$ cat config.mk
export PLATFORM = sky130hd
export DESIGN_NAME = konwerter_bcd
export DESIGN_NICKNAME = d
export VERILOG_FILES = /design/src/rtl/konwerter_bcd_pkg.sv /design/src/rtl/konwerter_bcd_licznik_odswiezania.sv /design/src/rtl/konwerter_bcd.sv
export SDC_FILE = /design/constraint.sdc
export NUM_CORES = 1
export LEC_CHECK = 0
export CAP_MARGIN = 5
export CELL_PAD_IN_SITES_DETAIL_PLACEMENT = 1
export CELL_PAD_IN_SITES_GLOBAL_PLACEMENT = 1
export CORE_ASPECT_RATIO = 1.5
export CORE_UTILIZATION = 52
export CTS_CLUSTER_SIZE = 10
export DETAILED_ROUTE_END_ITERATION = 8
export DONT_BUFFER_PORTS = 1
export PLACE_DENSITY_LB_ADDON = 0.05
export SETUP_SLACK_MARGIN = 0.2
export SYNTH_ARGS = -nofsm -noshare
export SYNTH_HDL_FRONTEND = slang
export SYNTH_SLANG_ARGS = --single-unit
$ cat constraint.sdc
create_clock -name clk -period 4.8 [get_ports clk]
set_clock_uncertainty 0.2 [all_clocks]
set_input_delay 1.44 -clock clk [delete_from_list [all_inputs] [get_ports clk]]
set_output_delay 1.44 -clock clk [all_outputs]
set_load 0.03 [all_outputs]
$ cat src/rtl/konwerter_bcd_pkg.sv
// Shared types and elaboration-time helpers for the sequential binary-to-BCD converter.
// Holds the FSM state encoding and the constant functions used to size internal registers.
package konwerter_bcd_pkg;

    typedef enum logic [1:0] {
        ST_IDLE  = 2'd0,
        ST_SHIFT = 2'd1,
        ST_DONE  = 2'd2
    } stan_t;

    // Number of decimal digits needed for the largest value of a 'bits'-wide unsigned number.
    function automatic int clog10(input int bits);
        logic [63:0] v;
        int          n;
        v = (bits >= 64) ? '1 : ((64'd1 << bits) - 64'd1);
        n = 1;
        while (v >= 64'd10) begin
            v = v / 64'd10;
            n++;
        end
        return n;
    endfunction

    function automatic logic [63:0] pow10(input int n);
        logic [63:0] r;
        r = 64'd1;
        for (int i = 0; i < n; i++) begin
            r = r * 64'd10;
        end
        return r;
    endfunction

    function automatic int cnt_width(input int refresh);
        return (refresh <= 2) ? 1 : $clog2(refresh);
    endfunction

endpackage

$ cat src/rtl/konwerter_bcd_licznik_odswiezania.sv
// Free-running refresh counter 0..REFRESH-1; tick is high in the cycle where the count
// sits at its last value, so the conversion is triggered on the wrapping edge.
module licznik_odswiezania
    import konwerter_bcd_pkg::*;
#(
    parameter int REFRESH = 10000
) (
    input  logic clk,
    input  logic rst_n,
    output logic tick
);

    localparam int            CW   = cnt_width(REFRESH);
    localparam logic [CW-1:0] LAST = CW'(REFRESH - 1);

    logic [CW-1:0] cnt_q;
    logic [CW-1:0] cnt_d;

    always_comb begin
        tick  = (cnt_q == LAST);
        cnt_d = tick ? '0 : cnt_q + CW'(1);
    end

    always_ff @(posedge clk or negedge rst_n) begin
        if (!rst_n) begin
            cnt_q <= '0;
        end else begin
            cnt_q <= cnt_d;
        end
    end

endmodule

$ cat src/rtl/konwerter_bcd.sv
// Sequential shift-add-3 binary-to-BCD converter, one input bit per clock, with saturation
// to all nines on overflow and leading-zero blanking flags for the 7-segment driver.
module konwerter_bcd
    import konwerter_bcd_pkg::*;
#(
    parameter int BIN_W   = 7,
    parameter int DIGITS  = 2,
    parameter int REFRESH = 10000
) (
    input  logic                  clk,
    input  logic                  rst_n,
    input  logic [BIN_W-1:0]      bin_in,
    input  logic                  start,
    output logic [4*DIGITS-1:0]   bcd_out,
    output logic [DIGITS-1:0]     blank,
    output logic                  ovf,
    output logic                  busy,
    output logic                  valid
);

    // State table
    //   ST_IDLE  | waiting for start, refresh tick or a pending tick
    //   ST_SHIFT | BIN_W add-3/shift steps, bit counter BIN_W-1 down to 0
    //   ST_DONE  | publish result, pulse valid, drop busy

    localparam int                 INT_DIGITS   = clog10(BIN_W);
    localparam int                 ACC_W        = 4 * INT_DIGITS;
    localparam int                 OUT_W        = 4 * DIGITS;
    localparam int                 BC_W         = (BIN_W > 1) ? $clog2(BIN_W) : 1;
    localparam bit                 OVF_POSSIBLE = (DIGITS < INT_DIGITS);
    // Only meaningful when OVF_POSSIBLE, in which case it fits in BIN_W bits.
    localparam logic [BIN_W-1:0]   MAX_DEC      = BIN_W'(pow10(DIGITS) - 64'd1);
    localparam logic [DIGITS-1:0]  BLANK_RST    = {DIGITS{1'b1}} ^ DIGITS'(1);

    logic tick;

    generate
        if (REFRESH != 0) begin : g_refresh
            licznik_odswiezania #(
                .REFRESH (REFRESH)
            ) u_licznik (
                .clk   (clk),
                .rst_n (rst_n),
                .tick  (tick)
            );
        end else begin : g_no_refresh
            assign tick = 1'b0;
        end
    endgenerate

    stan_t               state_q, state_d;
    logic [BIN_W-1:0]    sh_q, sh_d;
    logic [ACC_W-1:0]    acc_q, acc_d;
    logic [ACC_W-1:0]    adj;
    logic [BC_W-1:0]     bc_q, bc_d;
    logic                ovf_nxt_q, ovf_nxt_d;
    logic                pending_q, pending_d;
    logic [OUT_W-1:0]    bcd_q, bcd_d;
    logic [DIGITS-1:0]   blank_q, blank_d;
    logic                ovf_q, ovf_d;
    logic                busy_q, busy_d;
    logic                valid_q, valid_d;
    logic                trigger;
    logic                accept;
    logic                zero_above;

    assign trigger = start | tick | pending_q;
    assign accept  = (state_q == ST_IDLE) && trigger;

    always_ff @(posedge clk or negedge rst_n) begin
        if (!rst_n) begin
            state_q <= ST_IDLE;
        end else begin
            state_q <= state_d;
        end
    end

    always_comb begin
        state_d = state_q;
        case (state_q)
            ST_IDLE:  if (trigger) state_d = ST_SHIFT;
            ST_SHIFT: if (bc_q == '0) state_d = ST_DONE;
            ST_DONE:  state_d = ST_IDLE;
            default:  state_d = ST_IDLE;
        endcase
    end

    always_comb begin
        sh_d       = sh_q;
        acc_d      = acc_q;
        adj        = acc_q;
        bc_d       = bc_q;
        ovf_nxt_d  = ovf_nxt_q;
        bcd_d      = bcd_q;
        blank_d    = blank_q;
        ovf_d      = ovf_q;
        busy_d     = busy_q;
        valid_d    = 1'b0;
        zero_above = 1'b1;

        // A tick that arrives while a conversion is running is remembered once.
        if (accept) begin
            pending_d = 1'b0;
        end else if (tick && (state_q != ST_IDLE)) begin
            pending_d = 1'b1;
        end else begin
            pending_d = pending_q;
        end

        case (state_q)
            ST_IDLE: begin
                if (accept) begin
                    sh_d      = bin_in;
                    acc_d     = '0;
                    bc_d      = BC_W'(BIN_W - 1);
                    ovf_nxt_d = OVF_POSSIBLE && (bin_in > MAX_DEC);
                    busy_d    = 1'b1;
                end
            end
            ST_SHIFT: begin
                for (int i = 0; i < INT_DIGITS; i++) begin
                    if (acc_q[4*i +: 4] >= 4'd5) begin
                        adj[4*i +: 4] = acc_q[4*i +: 4] + 4'd3;
                    end
                end
                {acc_d, sh_d} = {adj, sh_q} << 1;
                bc_d          = bc_q - BC_W'(1);
            end
            ST_DONE: begin
                bcd_d   = ovf_nxt_q ? {DIGITS{4'h9}} : OUT_W'(acc_q);
                ovf_d   = ovf_nxt_q;
                valid_d = 1'b1;
                busy_d  = 1'b0;
                blank_d = '0;
                for (int k = DIGITS - 1; k >= 1; k--) begin
                    zero_above = zero_above && (bcd_d[4*k +: 4] == 4'h0);
                    blank_d[k] = zero_above && !ovf_nxt_q;
                end
            end
            default: ;
        endcase
    end

    always_ff @(posedge clk or negedge rst_n) begin
        if (!rst_n) begin
            sh_q      <= '0;
            acc_q     <= '0;
            bc_q      <= '0;
            ovf_nxt_q <= 1'b0;
            pending_q <= 1'b0;
            bcd_q     <= '0;
            blank_q   <= BLANK_RST;
            ovf_q     <= 1'b0;
            busy_q    <= 1'b0;
            valid_q   <= 1'b0;
        end else begin
            sh_q      <= sh_d;
            acc_q     <= acc_d;
            bc_q      <= bc_d;
            ovf_nxt_q <= ovf_nxt_d;
            pending_q <= pending_d;
            bcd_q     <= bcd_d;
            blank_q   <= blank_d;
            ovf_q     <= ovf_d;
            busy_q    <= busy_d;
            valid_q   <= valid_d;
        end
    end

    assign bcd_out = bcd_q;
    assign blank   = blank_q;
    assign ovf     = ovf_q;
    assign busy    = busy_q;
    assign valid   = valid_q;

endmodule

==> results.md <==
* Routed Antenna Nets at 0
* R2R cell count at 5
* Post-layout minimum cycle time at 2780 ps
* Drc violations at 0
* TritonCTS buffer count at 5
* First-pass GRT wire length at 7980 um
* Most frequent cells in the layout: dfrtp_1, nand2_1, nor2_1, nand3_1
* Post-Synth Simple-Gate Area at 19.4%
* Clock Sinks at 48
* Avg Cell Area, Syn at 9.93 um^2
* Start point of the critical path: g_refresh.u_licznik.cnt_q[12]
* Row count at 28
* Critical path's largest stage delay at 880 ps
* Slew at the pin with the worst max-slew slack at 1020 ps
* Final setup margin at 2020 ps
* Pre-Repair DR Iteration Count at 3
* Largest family of logic cells by synthesized area: simple AND/OR/NAND/NOR gates
* Boundary pin count at 23
* Crit-path max FO at 11
* Post-Syn Instances at 225
* Die height at 82.3 um
* Worst R2R End: sh_q[2]
* Share of layout cells above drive strength 1 at 6.25%
* Post-place setup slack at 1790 ps
* DP Wirelength at 3370 um
* CP Data Arrival Time at 2800 ps
* Post-synth EDFFs at 0
* Footprint of the multi-input gates at 947 um^2
* Adder-cell share of the synthesized area at 3.92%
* Netlist cell types at 38
* FF+latch count, synth at 48
* Pin count of the biggest net entering global routing at 49
* Area Growth Syn to Fin at 4.48%
* Most frequently used flop master after synthesis: dfrtp_1
* Remaining Overflow, GRT at 0
* Register Area at 1200 um^2
* Die area at 4570 um^2
* Final setup viols at 0
* Sequential share of the synthesized area at 53.8%
* Min-delay worst type: reg -> reg
* CP max-delay cell: nor4_2
* CP Capture Type: flop
* Initial Util at 55.4%
* RSZ-0062 raised after global routing: false
* Status: complete, no violations
* Diode count at 0
* Synth warnings at 0
* Slew Viols, Final at 0
* Clock buffer depth at 2
* Initial antenna violation count at 0
* Setup bufs post-CTS at 0
* Maximum vdd drop at 485 uV
* Nets at 240
* Core area at 4030 um^2
* Post-synthesis async set-or-reset flop share at 100%
* Final Hold Viols at 0
* Worst-case register-to-register setup slack at 2020 ps
* Via count at 1,595
* Max-cap violations at 0
* Root buffer cell: clkbuf_8
* Worst setup endpoint: sh_q[2]
* Clock Pin Slew Worst Setup and Hold Paths at 80 ps
* Synthesized Nets at 242
* Drt initial violations at 20
* Gr usage total at 22.6%
* Synth Area in XOR/XNOR at 5.49%
* CTS tree: built
* Multiplexer area fraction after synthesis at 0.952%
* WS Path Type: reg -> reg
* CP cell instances: or4_4 > nor4_2 > or2_1 > o22ai_1 > a21oi_1
* I/O Buffers at 0
* Fill count at 451
* Syn Std Cell Area at 2230 um^2
* DIE WIDTH at 55.5 um
* CP required at 4820 ps
* Resized cells post-CTS at 0
* Final TNS setup at 0 ps
* PD cells at 575 nW/um^2
* CP Launch Type: flop
* Final Wtd Congestion at 0.823
* Worst skew pair latency at 300 ps
* Pleak at 0.00105 uW
* Final period util at 57.8%
* CTS Hold Bufs at 0
* FF-to-FF Start: g_refresh.u_licznik.cnt_q[12]
* Worst slew margin at 31.6%
* Commonest non-fill, non-tap cell in the layout: dfrtp_1
* Complex-gate fraction of the synthesized area at 12.5%
* Via density at 5.93
* WL per Instance at 17.1 um
* H-tree depth at 2
* WL final at 4600 um
* Min Hold Slack at 315 ps
* Fmax at 360 MHz
* Vias in the first global route at 1,696
==> worst min path at each step <==
stage | start | endpoint | slack (ps) | cells after the start
floorplan | bc_q[0] | bc_q[0] | 260 | 1
detailed placement | sh_q[0] | sh_q[0] | 300 | 2
global route | g_refresh.u_licznik.cnt_q[2] | g_refresh.u_licznik.cnt_q[2] | 320 | 1
finish | sh_q[0] | sh_q[0] | 310 | 2
CTS | g_refresh.u_licznik.cnt_q[2] | g_refresh.u_licznik.cnt_q[2] | 320 | 1
global placement | bc_q[0] | bc_q[0] | 280 | 1
==> critical path, delay by kind of cell, from the launching register on <==
family / cells / cell delay (ps)
simple gates: 3 / 1780
flops: 1 / 430
compound gates: 2 / 290
==> final cells by class <==
cell class / instances / share of cell area [%]
inverters: 10 / 1.61
multi-input cells: 158 / 40.6
flip-flops and latches: 48 / 51.5
well taps: 45 / 2.41
clock buffers: 8 / 3.86
==> routing by layer <==
layer | GRT usage (%) | share of wire [%] | vias to the layer above
met2 | 40.1 | 53 | 20
met1 | 27.6 | 44 | 793
li1 | - | - | 775
met5 | 0 | 0 | -
met3 | 3.58 | 1.8 | 7
met4 | 9.00 | 1.5 | 0
==> cells by family after synthesis <==
| family | count (synthesis) |
|---|---|
| buffers and inverters | 19 |
| AOI/OAI and AO/OA | 47 |
| adders and majority gates | 7 |
| muxes | 2 |
| DFF | 48 |
| and+or+nand+nor | 87 |
| xor gates and xnor gates | 14 |
| other | 1 |
==> power breakdown <==
| group | internal, uW | switching, uW |
|---|---|---|
| Sequential | 525 | 180 |
| Clock | 118 | 126 |
| Combinational | 151 | 243 |
| Total | 794 | 549 |
==> stage by stage <==
step / utilization, % / cell area, um^2 / power [uW] / std cells
after floorplan: - / 2230 / 1000 / 225
after global placement: 55.7 / 2240 / 1060 / 261
after detailed placement: 55.7 / 2240 / 1110 / 261
after CTS: 57.9 / 2330 / 1360 / 269
after global routing: 57.9 / 2330 / 1440 / 269
final: 57.9 / 2330 / 1340 / 269
==> Yosys cell counts (4+ instances only) <==
cell type	number	share of area, %
ha_1	7	3.9
dfrtp_1	47	53
xor2_1	6	2.4
nor2_1	21	3.5
nand3_1	20	4.5
nand2b_1	5	1.4
o21ai_0	11	2.5
clkbuf_1	4	0.67
inv_1	8	1.3
o22ai_1	12	3.4
xnor2_1	8	3.1
nand2_1	23	3.9
o21ai_1	5	1.1
a21oi_1	12	2.7
==> state kept, by name, summed over array words and instances, names as in the netlist <==
register	count
state_q	2
ovf	1
blank	1
sh_q	7
ovf_nxt_q	1
g_refresh.u_licznik.cnt_q	14
valid	1
acc_q	8
bcd_out	8
busy	1
pending_q	1
bc_q	3
Power figures use the tool's default switching activity.
